--- src/rtl/run_ctrl_pkg.sv ---
// -----------------------------------------------------------------------------
// run_ctrl_pkg
// Shared definitions for the run-control sequencer that sits in front of the
// 9-bit core datapath.
//   - run_state_e : sequencer states (INIT, CLEAR, HOLD, ARMED, RUN, DONE)
//   - DEF_*       : default parameter values for run_controller
// -----------------------------------------------------------------------------
package run_ctrl_pkg;

    localparam int DEF_DM_DEPTH   = 256;     // data-memory words to clear
    localparam int DEF_DM_AW      = 8;       // data-memory address width
    localparam int DEF_CNT_W      = 32;      // cycle counter width
    localparam int DEF_MAX_CYCLES = 100000;  // RUN-cycle watchdog limit

    typedef enum logic [2:0] {
        ST_INIT  = 3'd0,
        ST_CLEAR = 3'd1,
        ST_HOLD  = 3'd2,
        ST_ARMED = 3'd3,
        ST_RUN   = 3'd4,
        ST_DONE  = 3'd5
    } run_state_e;

endpackage

--- src/rtl/sat_counter.sv ---
// -----------------------------------------------------------------------------
// sat_counter
// Up-counter that saturates at all-ones instead of wrapping, with a
// terminal-match flag against a compare value.
// Ports:
//   clk, reset : clock, asynchronous active-high reset
//   clear      : synchronous clear to 0 (priority over enable)
//   enable     : count up by one this cycle (holds at all-ones)
//   compare    : value to match against
//   count      : current count
//   match      : count == compare (combinational)
// -----------------------------------------------------------------------------
module sat_counter #(
    parameter int WIDTH = 32
) (
    input  logic             clk,
    input  logic             reset,
    input  logic             clear,
    input  logic             enable,
    input  logic [WIDTH-1:0] compare,
    output logic [WIDTH-1:0] count,
    output logic             match
);

    // NOTE: sequential state is assigned with <= so every flop samples
    // pre-edge values; blocking = here would create order-dependent races.
    always_ff @(posedge clk or posedge reset) begin
        if (reset) begin
            count <= '0;
        end else if (clear) begin
            count <= '0;
        end else if (enable && (count != '1)) begin
            count <= count + 1'b1;
        end
    end

    assign match = (count == compare);

endmodule

--- src/rtl/run_controller.sv ---
// -----------------------------------------------------------------------------
// run_controller
// Run-control sequencer for the 9-bit core. Converts the bench start/done
// handshake into a core clear pulse, an optional data-memory clear walk and a
// per-cycle run enable; reports done, watchdog timeout and RUN-cycle count.
//
// Build option: define RUN_CTRL_MEM_CLEAR_EN to include the CLEAR state that
// zeroes data memory before every program. Without it INIT goes straight to
// HOLD and the memory-clear outputs are tied to 0 (memory may be preloaded).
//
// Ports:
//   clk, reset    : clock, asynchronous active-high reset
//   start         : bench start level (rise arms, fall launches, high in
//                   RUN aborts, high in DONE restarts)
//   halt_req      : decoder halt, combinational from the current instruction
//   core_clr      : clear PC and register file (high while in INIT)
//   run_en        : core may advance PC / commit writes this cycle
//   mem_clr_we    : data-memory clear write strobe (write data is 0)
//   mem_clr_addr  : data-memory clear address
//   done          : program finished (registered)
//   timeout       : program ended by watchdog rather than halt
//   cycle_count   : RUN cycles of the last or current program (saturating)
// -----------------------------------------------------------------------------
module run_controller
    import run_ctrl_pkg::*;
#(
    parameter int DM_DEPTH   = DEF_DM_DEPTH,
    parameter int DM_AW      = DEF_DM_AW,
    parameter int CNT_W      = DEF_CNT_W,
    parameter int MAX_CYCLES = DEF_MAX_CYCLES
) (
    input  logic             clk,
    input  logic             reset,
    input  logic             start,
    input  logic             halt_req,
    output logic             core_clr,
    output logic             run_en,
    output logic             mem_clr_we,
    output logic [DM_AW-1:0] mem_clr_addr,
    output logic             done,
    output logic             timeout,
    output logic [CNT_W-1:0] cycle_count
);

    // Count value seen during the last permitted RUN cycle.
    localparam logic [CNT_W-1:0] WD_LAST = CNT_W'(MAX_CYCLES - 1);

    run_state_e state;
    logic       cnt_clear;
    logic       cnt_en;
    logic       wd_hit;

    assign cnt_clear = (state == ST_INIT);
    assign cnt_en    = (state == ST_RUN);

    sat_counter #(
        .WIDTH (CNT_W)
    ) u_cycle_cnt (
        .clk     (clk),
        .reset   (reset),
        .clear   (cnt_clear),
        .enable  (cnt_en),
        .compare (WD_LAST),
        .count   (cycle_count),
        .match   (wd_hit)
    );

`ifdef RUN_CTRL_MEM_CLEAR_EN
    localparam logic [DM_AW-1:0] LAST_ADDR = DM_AW'(DM_DEPTH - 1);
    logic [DM_AW-1:0] clr_addr;
`endif

    always_ff @(posedge clk or posedge reset) begin
        if (reset) begin
            state    <= ST_INIT;
            done     <= 1'b0;
            timeout  <= 1'b0;
`ifdef RUN_CTRL_MEM_CLEAR_EN
            clr_addr <= '0;
`endif
        end else begin
            case (state)
                ST_INIT: begin
                    done     <= 1'b0;
                    timeout  <= 1'b0;
`ifdef RUN_CTRL_MEM_CLEAR_EN
                    clr_addr <= '0;
                    state    <= ST_CLEAR;
`else
                    state    <= ST_HOLD;
`endif
                end
`ifdef RUN_CTRL_MEM_CLEAR_EN
                ST_CLEAR: begin
                    // start is deliberately ignored until the walk completes.
                    if (clr_addr == LAST_ADDR) begin
                        clr_addr <= '0;
                        state    <= ST_HOLD;
                    end else begin
                        clr_addr <= clr_addr + 1'b1;
                    end
                end
`endif
                ST_HOLD: begin
                    if (start) state <= ST_ARMED;
                end
                ST_ARMED: begin
                    if (!start) state <= ST_RUN;
                end
                ST_RUN: begin
                    // Abort beats completion; halt beats the watchdog.
                    if (start) begin
                        state <= ST_INIT;
                    end else if (halt_req) begin
                        state   <= ST_DONE;
                        done    <= 1'b1;
                        timeout <= 1'b0;
                    end else if (wd_hit) begin
                        state   <= ST_DONE;
                        done    <= 1'b1;
                        timeout <= 1'b1;
                    end
                end
                ST_DONE: begin
                    // done/timeout drop as INIT is entered so INIT never
                    // shows a stale result.
                    if (start) begin
                        state   <= ST_INIT;
                        done    <= 1'b0;
                        timeout <= 1'b0;
                    end
                end
                default: state <= ST_INIT;
            endcase
        end
    end

    assign core_clr = (state == ST_INIT);
    // The halting instruction itself never advances the PC or commits.
    assign run_en   = (state == ST_RUN) && !halt_req;

`ifdef RUN_CTRL_MEM_CLEAR_EN
    assign mem_clr_we   = (state == ST_CLEAR);
    assign mem_clr_addr = clr_addr;
`else
    assign mem_clr_we   = 1'b0;
    assign mem_clr_addr = '0;
`endif

endmodule

--- config.mk ---
export PLATFORM = sky130hd
export DESIGN_NAME = run_controller
export DESIGN_NICKNAME = d
export VERILOG_FILES = /design/src/rtl/run_ctrl_pkg.sv /design/src/rtl/sat_counter.sv /design/src/rtl/run_controller.sv
export SDC_FILE = /design/constraint.sdc
export NUM_CORES = 1
export LEC_CHECK = 0
export CAP_MARGIN = 20
export CORE_MARGIN = 5
export CORE_UTILIZATION = 58
export CTS_CLUSTER_SIZE = 8
export DETAILED_ROUTE_END_ITERATION = 16
export DONT_BUFFER_PORTS = 1
export GPL_ROUTABILITY_DRIVEN = 0
export PLACE_DENSITY = 0.74
export SYNTH_ARGS = -nofsm -noshare
export SYNTH_HDL_FRONTEND = slang
export SYNTH_SLANG_ARGS = --single-unit
--- constraint.sdc ---
create_clock -name clk -period 3.3 [get_ports clk]
set_clock_uncertainty 0.2 [all_clocks]
set_input_delay 0.99 -clock clk [delete_from_list [all_inputs] [get_ports clk]]
set_output_delay 0.99 -clock clk [all_outputs]
set_load 0.03 [all_outputs]
# Word level (Yosys, flattened, before mapping)
# Cells that the tools add are included.
totals:
  elab_cells: 42
  reg_bits: 37
  out_inout_bits: 45
  input_bits: 4
classes:
  eq_ne: 12
  reduce_logical: 8
  add_sub_neg: 1
  muxes: 17
ops:
  columns: ["op", "count"]
  rows:
  - ["2-to-1 mux 32 bit", 2]
  - ["adder 32 x 1 -> 32 bit (second input constant)", 1]
  - ["== test 32 x 17 -> 1 bit (second input constant)", 1]
  - ["!= test 32 bit (second input constant)", 1]
  - ["2-to-1 mux 3 bit", 6]
  - ["one-hot mux 3 bit (5 select lines)", 1]
  - ["!= test 2 bit (second input constant)", 4]
  - ["AND reduction 4 bit", 2]
  - ["== test 3 x 2 -> 1 bit (second input constant)", 2]
  - ["== test 3 bit (second input constant)", 2]
  - ["2-to-1 mux 1 bit", 6]
  - ["one-hot mux 1 bit (3 select lines)", 2]
  - ["!= test 4 bit (second input constant)", 1]
  - ["zero test 3 bit", 1]
  - ["!= test 3 bit (second input constant)", 1]
  - ["nonzero test 3 bit", 1]
  - ["logical AND 1 bit", 2]
  - ["nonzero test 2 bit", 1]
  - ["zero test 1 bit", 1]

# Logic depth before layout (Yosys ltp)
# Gate-level depths: netlist (run 1).
logic_depth:
  word_depth: 5
  ltp_mapped: 8

# Hierarchy
# A second synthesis (run 1) with hierarchy kept.
hier_totals:
  hier_cells: 292
  area_unflattened_um2: 2552.4
by_module_without_submodules:
  columns: ["module", "area_each_um2", "cells_per_inst", "n_inst"]
  rows:
  - ["sat_counter", 2189.6, 250, 1]
  - ["run_controller", 362.8, 42, 1]

# Least setup slack after synthesis (run 1)
# Ideal clock, no wire load.
synth_timing:
  path_kind: "reg2out"
  startpoint: "register state[0]"
  endpoint: "output run_en"
  stages_incl_launch_ff: 5
  setup_slack_ns: 0.591
  arrival_time_ns: 1.519
  path_buffers: 2
  required_time_ns: 2.110
  cell_sequence: "dfrtp_1 buf_2 or3b_4 clkbuf_1 nor2_1"
synth_via:
  elab_chain_len: 2
synth_lines:
  columns: ["element", "line_no", "source"]
  rows:
  - ["from (decl)", "run_controller.sv:48", "run_state_e state;"]
  - ["from (signal assigned)", "run_controller.sv:75", "state <= ST_INIT;"]
  - ["from (signal assigned)", "run_controller.sv:90", "state <= ST_HOLD;"]
  - ["from (signal assigned)", "run_controller.sv:105", "if (start) state <= ST_ARMED;"]
  - ["== test 3 bit", "run_controller.sv:140", "assign run_en = (state == ST_RUN) && !halt_req;"]
  - ["logical AND 1 bit", "run_controller.sv:140", null]
  - ["to (decl)", "run_controller.sv:37", "output logic run_en,"]
# Every way passes these cells.

# Worst setup path after layout (run 1)
# Ends and elaborated chain as after synthesis.

==> impl_metrics.env, run 1 <==
export IMPL_outcome="finished clean"
export IMPL_cts_resized=0
export IMPL_worstPathRequired_ns=2.11
export IMPL_drc=0
export IMPL_leakage_power_total_uw=0.0009066
export IMPL_final_antenna_net_count=0
export IMPL_dominant_synthesized_flop_cell="dfrtp_1"
export IMPL_die_area_um2=5102
export IMPL_final_hold_violation_count=0
export IMPL_crit_chain="or3b_4 -> nor2_1"
export IMPL_asyncSetResetFlopFracSynth_pct=100.0
export IMPL_postCtsSetupRepairBufs=0
export IMPL_slowest_stage="nor2_1"
export IMPL_buffer_ports_inserted=0
export IMPL_netlist_instances=245
export IMPL_clkTransAtPathRegs_ns=0.07
export IMPL_cp_delay_by_family_top="simple AND/OR/NAND/NOR gates"
export IMPL_route_vias_total=1954
export IMPL_grt_start_max_net_pins=38
export IMPL_maxClockFrequency_mhz=339.9
export IMPL_cts_path_max_buffers=2
export IMPL_tritoncts_clock_tree="done"
export IMPL_post_drt_wl_per_cell_um=17.26
export IMPL_syn_area_per_cell_um2=8.932
export IMPL_antenna_cells_inserted=0
export IMPL_layout_nets=255
export IMPL_io_pins=49
export IMPL_hold_class="flop to flop"
export IMPL_cp_data_arrival_time_ns=1.75
export IMPL_crit_path_max_incr_delay_ns=0.50
export IMPL_setup_tns_ns=0
export IMPL_grt_remaining_overflow=0
export IMPL_clock_tree_htree_level_count=2
export IMPL_finalWorstPathRequiredPeriod_ns=2.942
export IMPL_yosysTopAreaCellShare_pct=42.31
export IMPL_rsz0062_at_grt="no"
export IMPL_drt_vias_per_instance=6.535
export IMPL_tightest_slew_ns=0.6721
export IMPL_synthTopCellsByArea="dfrtp_1 (42%), a21oi_1 (5.7%), or4_1 (4.1%)"
export IMPL_critPathKind="flop to output port"
export IMPL_cts_sink_count=37
export IMPL_path_buf_inv=0
export IMPL_post_synth_num_cell_types=42
export IMPL_finalCritPeriodShare_pct=89.15
export IMPL_timing_max_transition_violations_final=0
export IMPL_power_density_nw_per_um2=472.9
export IMPL_initial_utilization_pct=59.77
export IMPL_detailedRoute_firstIterationViolations=108
export IMPL_synth_yosys_seq_area_share_pct=42.31
export IMPL_final_cell_area_um2=2325
export IMPL_critPathLaunchType="flop"
export IMPL_first_pass_grt_wire_length_um=8604
export IMPL_postSynthRegisterBits=37
export IMPL_detailedPlacementHpwl_um=3696
export IMPL_synth_largest_area_cell="dfrtp_1"
export IMPL_layout_common_cells="dfrtp_1 (37), a21oi_1 (25), nand2_1 (22)"
export IMPL_antenna_found_initial=0
export IMPL_die_height_um=71.43
export IMPL_row_count=22
export IMPL_endpoint_kind="output port"
export IMPL_grt_util_all_layers_pct=20.82
export IMPL_detail_route_wirelength_um=5162
export IMPL_layout_commonest_cell="dfrtp_1"
export IMPL_setup_violations_final=0
export IMPL_synth_warning_count=0
export IMPL_worst_slew_margin_rel_pct=54.81
export IMPL_detailed_place_area_um2=2223
export IMPL_synth_edff_count=0
export IMPL_cts_inserted_buffers=5
export IMPL_ctsRootBufferMaster="clkbuf_8"
export IMPL_placeableCoreArea_um2=3661
export IMPL_clock_insertion_delay_at_the_later_pin_of_the_skew_report_ns=0.29
export IMPL_timing_max_cap_violations=0
export IMPL_postCtsHoldBufs=0
export IMPL_horizontal_die_dimension_um=71.43
export IMPL_layout_area_overhead_pct=6.232
export IMPL_post_route_cells_drive_above_1_share_pct=10.76
export IMPL_vdd_ir_drop_max_uv=377.1
export IMPL_cell_area_after_technology_mapping_um2=2188
export IMPL_critical_path_peak_fanout=14
export IMPL_drt_pre_antenna_iters=4
export IMPL_first_global_vias=1731
-- cell usage after synthesis, drive strengths merged (2+ instances only) --
library cell and instances:
nand2b 2, and3 2, and4 2, nand4 10, clkbuf 5, nor3 3
nand3 14, o311ai 2, o31ai 11, buf 14, mux2i 4, or4 13
dfrtp 37, nor2 12, or3 15, a21oi 25, nor4b 3, nand2 22
inv 6, nor4 9, xnor2 2, o21ai 17, o211ai 4
-- routing by layer --
| layer | wire length (um) | track usage (%) |
|---|---|---|
| met1 | 2225 | 26.88 |
| met2 | 2446 | 33.06 |
| met3 | 409 | 6.732 |
| met4 | 80 | 6.889 |
| met5 | 0 | 0 |
-- metrics by stage --
| stage | worst slack (ns) | instances | util, % | total power (uW) | hold WS, ns |
|---|---|---|---|---|---|
| 2_1_floorplan | 0.5915 | 253 | - | 692.5 | 0.2774 |
| 5_1_grt | 0.2750 | 299 | 63.50 | 1153 | 0.3850 |
| 3_3_place_gp | 0.6542 | 291 | 60.73 | 754.9 | 0.3279 |
| 4_1_cts | 0.3442 | 299 | 63.50 | 1112 | 0.3509 |
| 6_report | 0.3582 | 299 | 63.50 | 1099 | 0.3496 |
| 3_5_place_dp | 0.5488 | 291 | 60.73 | 758.1 | 0.3378 |
-- area by class of cell --
class	instances	area, um2
fillers	337	1336
multi-input cells	190	1144
flip-flops and latches	37	925.9
clock buffers	7	96.34
repair buffers	9	67.56
well taps	48	60.06
inverters	7	26.28
clock inverters	1	5.005
-- path summary, 6_finish.rpt --
path	cells past startpoint	to	start	slack, ns
min	1	state[1]	state[2]	0.35
min in group asynchronous	2	done	reset	0.49
min reg2reg	1	state[1]	state[2]	0.35
max in group asynchronous	2	u_cycle_cnt.count[0]	reset	2.07
max reg2reg	6	u_cycle_cnt.count[7]	u_cycle_cnt.count[2]	0.54
max	2	run_en	state[0]	0.36
-- worst reg2reg max path: cells and delay by family, from the launching register on --
kind | cells | cell delay [ns]
AOI/OAI and AO/OA | 2 | 0.27
buffers and inverters | 1 | 0.27
DFF | 1 | 0.60
and+or+nand+nor | 3 | 1.34
-- power by group --
group / internal, uW / total, uW / switching [uW]
Sequential: 478 / 519 / 41.7
Clock: 189 / 351 / 162
Combinational: 69.1 / 229 / 160
-- logic make-up (layout without fill, tap and decap cells) --
logic type / Yosys count / after routing / share of synthesized area, %
other cells: 1 / 9 / 0.1714
mux: 5 / 5 / 2.344
compound gates: 60 / 60 / 16.30
simple gates: 112 / 112 / 30.30
buf+inv: 26 / 24 / 6.804
flops: 37 / 37 / 42.31
xor+xnor: 3 / 3 / 1.201
fa+ha+maj: 1 / 1 / 0.5717
-- sequential cells by signal (all words and copies together), names as in the netlist --
register and cells:
state 3, u_cycle_cnt.count 32, done 1, timeout 1
(Power assumes the default switching activity.)
==> run 2: changes to the inputs <==
--- a/config.mk
+++ b/config.mk
@@ -13,6 +13,8 @@
 export DONT_BUFFER_PORTS = 1
 export GPL_ROUTABILITY_DRIVEN = 0
 export PLACE_DENSITY = 0.74
+export SLEW_MARGIN = 40
 export SYNTH_ARGS = -nofsm -noshare
 export SYNTH_HDL_FRONTEND = slang
 export SYNTH_SLANG_ARGS = --single-unit
+export TNS_END_PERCENT = 1
==> results of run 2 <==
No change in the layout: final DEF, timing and power equal those of run 1.
==> run 3: changes to the inputs <==
==> constraint.sdc (replaced) <==
create_clock -name clk -period 3.74 [get_ports clk]
set_clock_uncertainty 0.2 [all_clocks]
set_input_delay 1.122 -clock clk [delete_from_list [all_inputs] [get_ports clk]]
set_output_delay 1.122 -clock clk [all_outputs]
set_load 0.03 [all_outputs]
==> run 3 against run 2 <==
Via count is 2.7% lower. Wire length shrank 2.6%. Die area unchanged. Clock power rose by 1%. Register-to-register slack improved by 0.34 ns. Critical path depth increased by 1. Clock-buffer cell count stayed put. Global-route usage shrank 0.36 points. Critical endpoint is now core_clr. Core utilization decreased by 0.48 points.
==> impl_metrics.env, run 3 (synthesis gave the netlist of run 1 again) <==
export IMPL_timing_max_transition_violations_final=0
export IMPL_layout_common_cells="dfrtp_1 (37), a21oi_1 (25), nand2_1 (22)"
export IMPL_layout_commonest_cell="dfrtp_1"
export IMPL_layout_setup_ws_ns=0.4852
export IMPL_io_pins=49
export IMPL_setup_tns_ns=0
export IMPL_tightest_slew_ns=0.6459
export IMPL_fillerInstances=303
export IMPL_outcome="finished clean"
export IMPL_vdd_ir_drop_max_uv=272.7
export IMPL_critPathKind="flop to output port"
export IMPL_row_count=22
export IMPL_final_antenna_net_count=0
export IMPL_worst_r2r_startpoint="u_cycle_cnt.count[0]"
export IMPL_finalCritPeriodShare_pct=87.03
export IMPL_cts_path_max_buffers=2
export IMPL_hold_class="flop to flop"
export IMPL_critical_path_peak_fanout=12
export IMPL_first_pass_grt_wire_length_um=8390
export IMPL_use_met3_pct=7.854
export IMPL_regToRegSetupSlack_ns=0.88
export IMPL_critPathLaunchType="flop"
export IMPL_clock_tree_htree_level_count=2
export IMPL_cts_resized=0
export IMPL_leakage_power_total_uw=0.0008883
export IMPL_grt_start_max_net_pins=38
export IMPL_drt_pre_antenna_iters=4
export IMPL_detailedPlacementHpwl_um=3574
export IMPL_die_area_um2=5102
export IMPL_route_vias_total=1902
export IMPL_cts_inserted_buffers=5
export IMPL_grt_busiest_layer="met2"
export IMPL_worst_hold_slack_ns=0.3414
export IMPL_detailed_place_area_um2=2191
export IMPL_crit_chain="or3_1 -> clkinv_1 -> buf_4"
export IMPL_met1_usage_in_global_routing_pct=24.96
export IMPL_finalWorstPathRequiredPeriod_ns=3.255
export IMPL_dp_worst_setup_slack_ns=0.8351
export IMPL_layout_core_utilization_pct=63.02
export IMPL_postCtsSetupRepairBufs=0
export IMPL_setup_violations_final=0
export IMPL_ff2ff_path_depth=6
export IMPL_worst_slew_margin_rel_pct=56.61
export IMPL_timing_max_cap_violations=0
export IMPL_drt_vias_per_instance=6.447
export IMPL_placeableCoreArea_um2=3661
export IMPL_detail_route_wirelength_um=5027
export IMPL_buffer_ports_inserted=0
export IMPL_rsz0062_at_grt="no"
export IMPL_largest_register_ffs=32
export IMPL_crit_path_max_incr_delay_ns=0.47
export IMPL_layout_area_overhead_pct=5.432
export IMPL_r2r_end="u_cycle_cnt.count[9]"
export IMPL_worstPathRequired_ns=2.42
export IMPL_initial_utilization_pct=59.77
export IMPL_worstSetupEndpoint="core_clr"
export IMPL_post_route_cells_drive_above_1_share_pct=8.907
export IMPL_drc=0
export IMPL_final_cell_area_um2=2307
export IMPL_first_global_vias=1755
export IMPL_crit_path_start="state[0]"
export IMPL_clock_insertion_delay_at_the_later_pin_of_the_skew_report_ns=0.29
export IMPL_clkTransAtPathRegs_ns=0.07
export IMPL_die_height_um=71.43
export IMPL_endpoint_kind="output port"
export IMPL_slowest_stage="dfrtp_1"
export IMPL_groute_layer_met2_usage_pct=32.65
export IMPL_antenna_found_initial=0
export IMPL_cp_data_arrival_time_ns=1.93
export IMPL_ctsRootBufferMaster="clkbuf_8"
export IMPL_grt_util_all_layers_pct=20.46
export IMPL_antenna_cells_inserted=0
export IMPL_postCtsHoldBufs=0
export IMPL_power_density_nw_per_um2=432.3
export IMPL_horizontal_die_dimension_um=71.43
export IMPL_cts_sink_count=37
export IMPL_top_regs="u_cycle_cnt.count: 32 flops, state: 3 flops"
export IMPL_grt_remaining_overflow=0
export IMPL_final_hold_violation_count=0
export IMPL_post_drt_wl_per_cell_um=17.04
export IMPL_layout_nets=251
export IMPL_detailedRoute_firstIterationViolations=104
export IMPL_tritoncts_clock_tree="done"
export IMPL_maxClockFrequency_mhz=307.2
export IMPL_top_register="u_cycle_cnt.count"
## run 3: cell count changes in the layout (fill, tap and decap cells not counted), sizes merged
cell,delta
buf,-4
bufinv,+1
clkinv,-1
## run 3: stage by stage
stage / power [uW] / instances
after global placement: 644.0 / 286
after floorplan: 611.0 / 253
after CTS: 1004 / 295
final: 997.4 / 295
after detailed placement: 648.7 / 287
after global routing: 1048 / 295
## run 3: routing by layer
metal	share of wire (%)	vias up
li1	-	903
met1	40	919
met2	49	72
met3	9.9	8
met4	1.4	0
met5	0	-
## run 3: layout make-up
| class | count | area, um2 | share of cell area [%] |
|---|---|---|---|
| Clock buffer | 7 | 86.33 | 3.742 |
| Clock inverter | 1 | 30.03 | 1.302 |
| Sequential cell | 37 | 925.9 | 40.13 |
| Tap cell | 48 | 60.06 | 2.603 |
| Timing Repair Buffer | 5 | 35.03 | 1.518 |
| Multi-Input combinational cell | 190 | 1144 | 49.57 |
| Inverter | 7 | 26.28 | 1.139 |
## run 3: how the worst min path moves through the flow
| stage | start | end | slack, ns | depth (start not counted) |
|---|---|---|---|---|
| after CTS | state[2] | state[1] | 0.34 | 1 |
| final | state[2] | state[1] | 0.34 | 1 |
| after floorplan | state[2] | state[1] | 0.28 | 1 |
| after global placement | state[2] | state[1] | 0.31 | 1 |
| after global routing | state[2] | state[1] | 0.39 | 1 |
| after detailed placement | state[2] | state[1] | 0.33 | 1 |
## run 3: report_power, final
| group | internal (uW) | switching [uW] |
|---|---|---|
| Clock | 217 | 138 |
| Combinational | 47.5 | 121 |
| Sequential | 421 | 52.2 |
| Total | 686 | 311 |
## run 3: critical path, delay by kind of cell (launching register included)
| kind | cells | cell delay, ns |
|---|---|---|
| buffers and inverters | 2 | 0.75 |
| flip-flops | 1 | 0.47 |
| AND/OR/NAND/NOR | 1 | 0.41 |
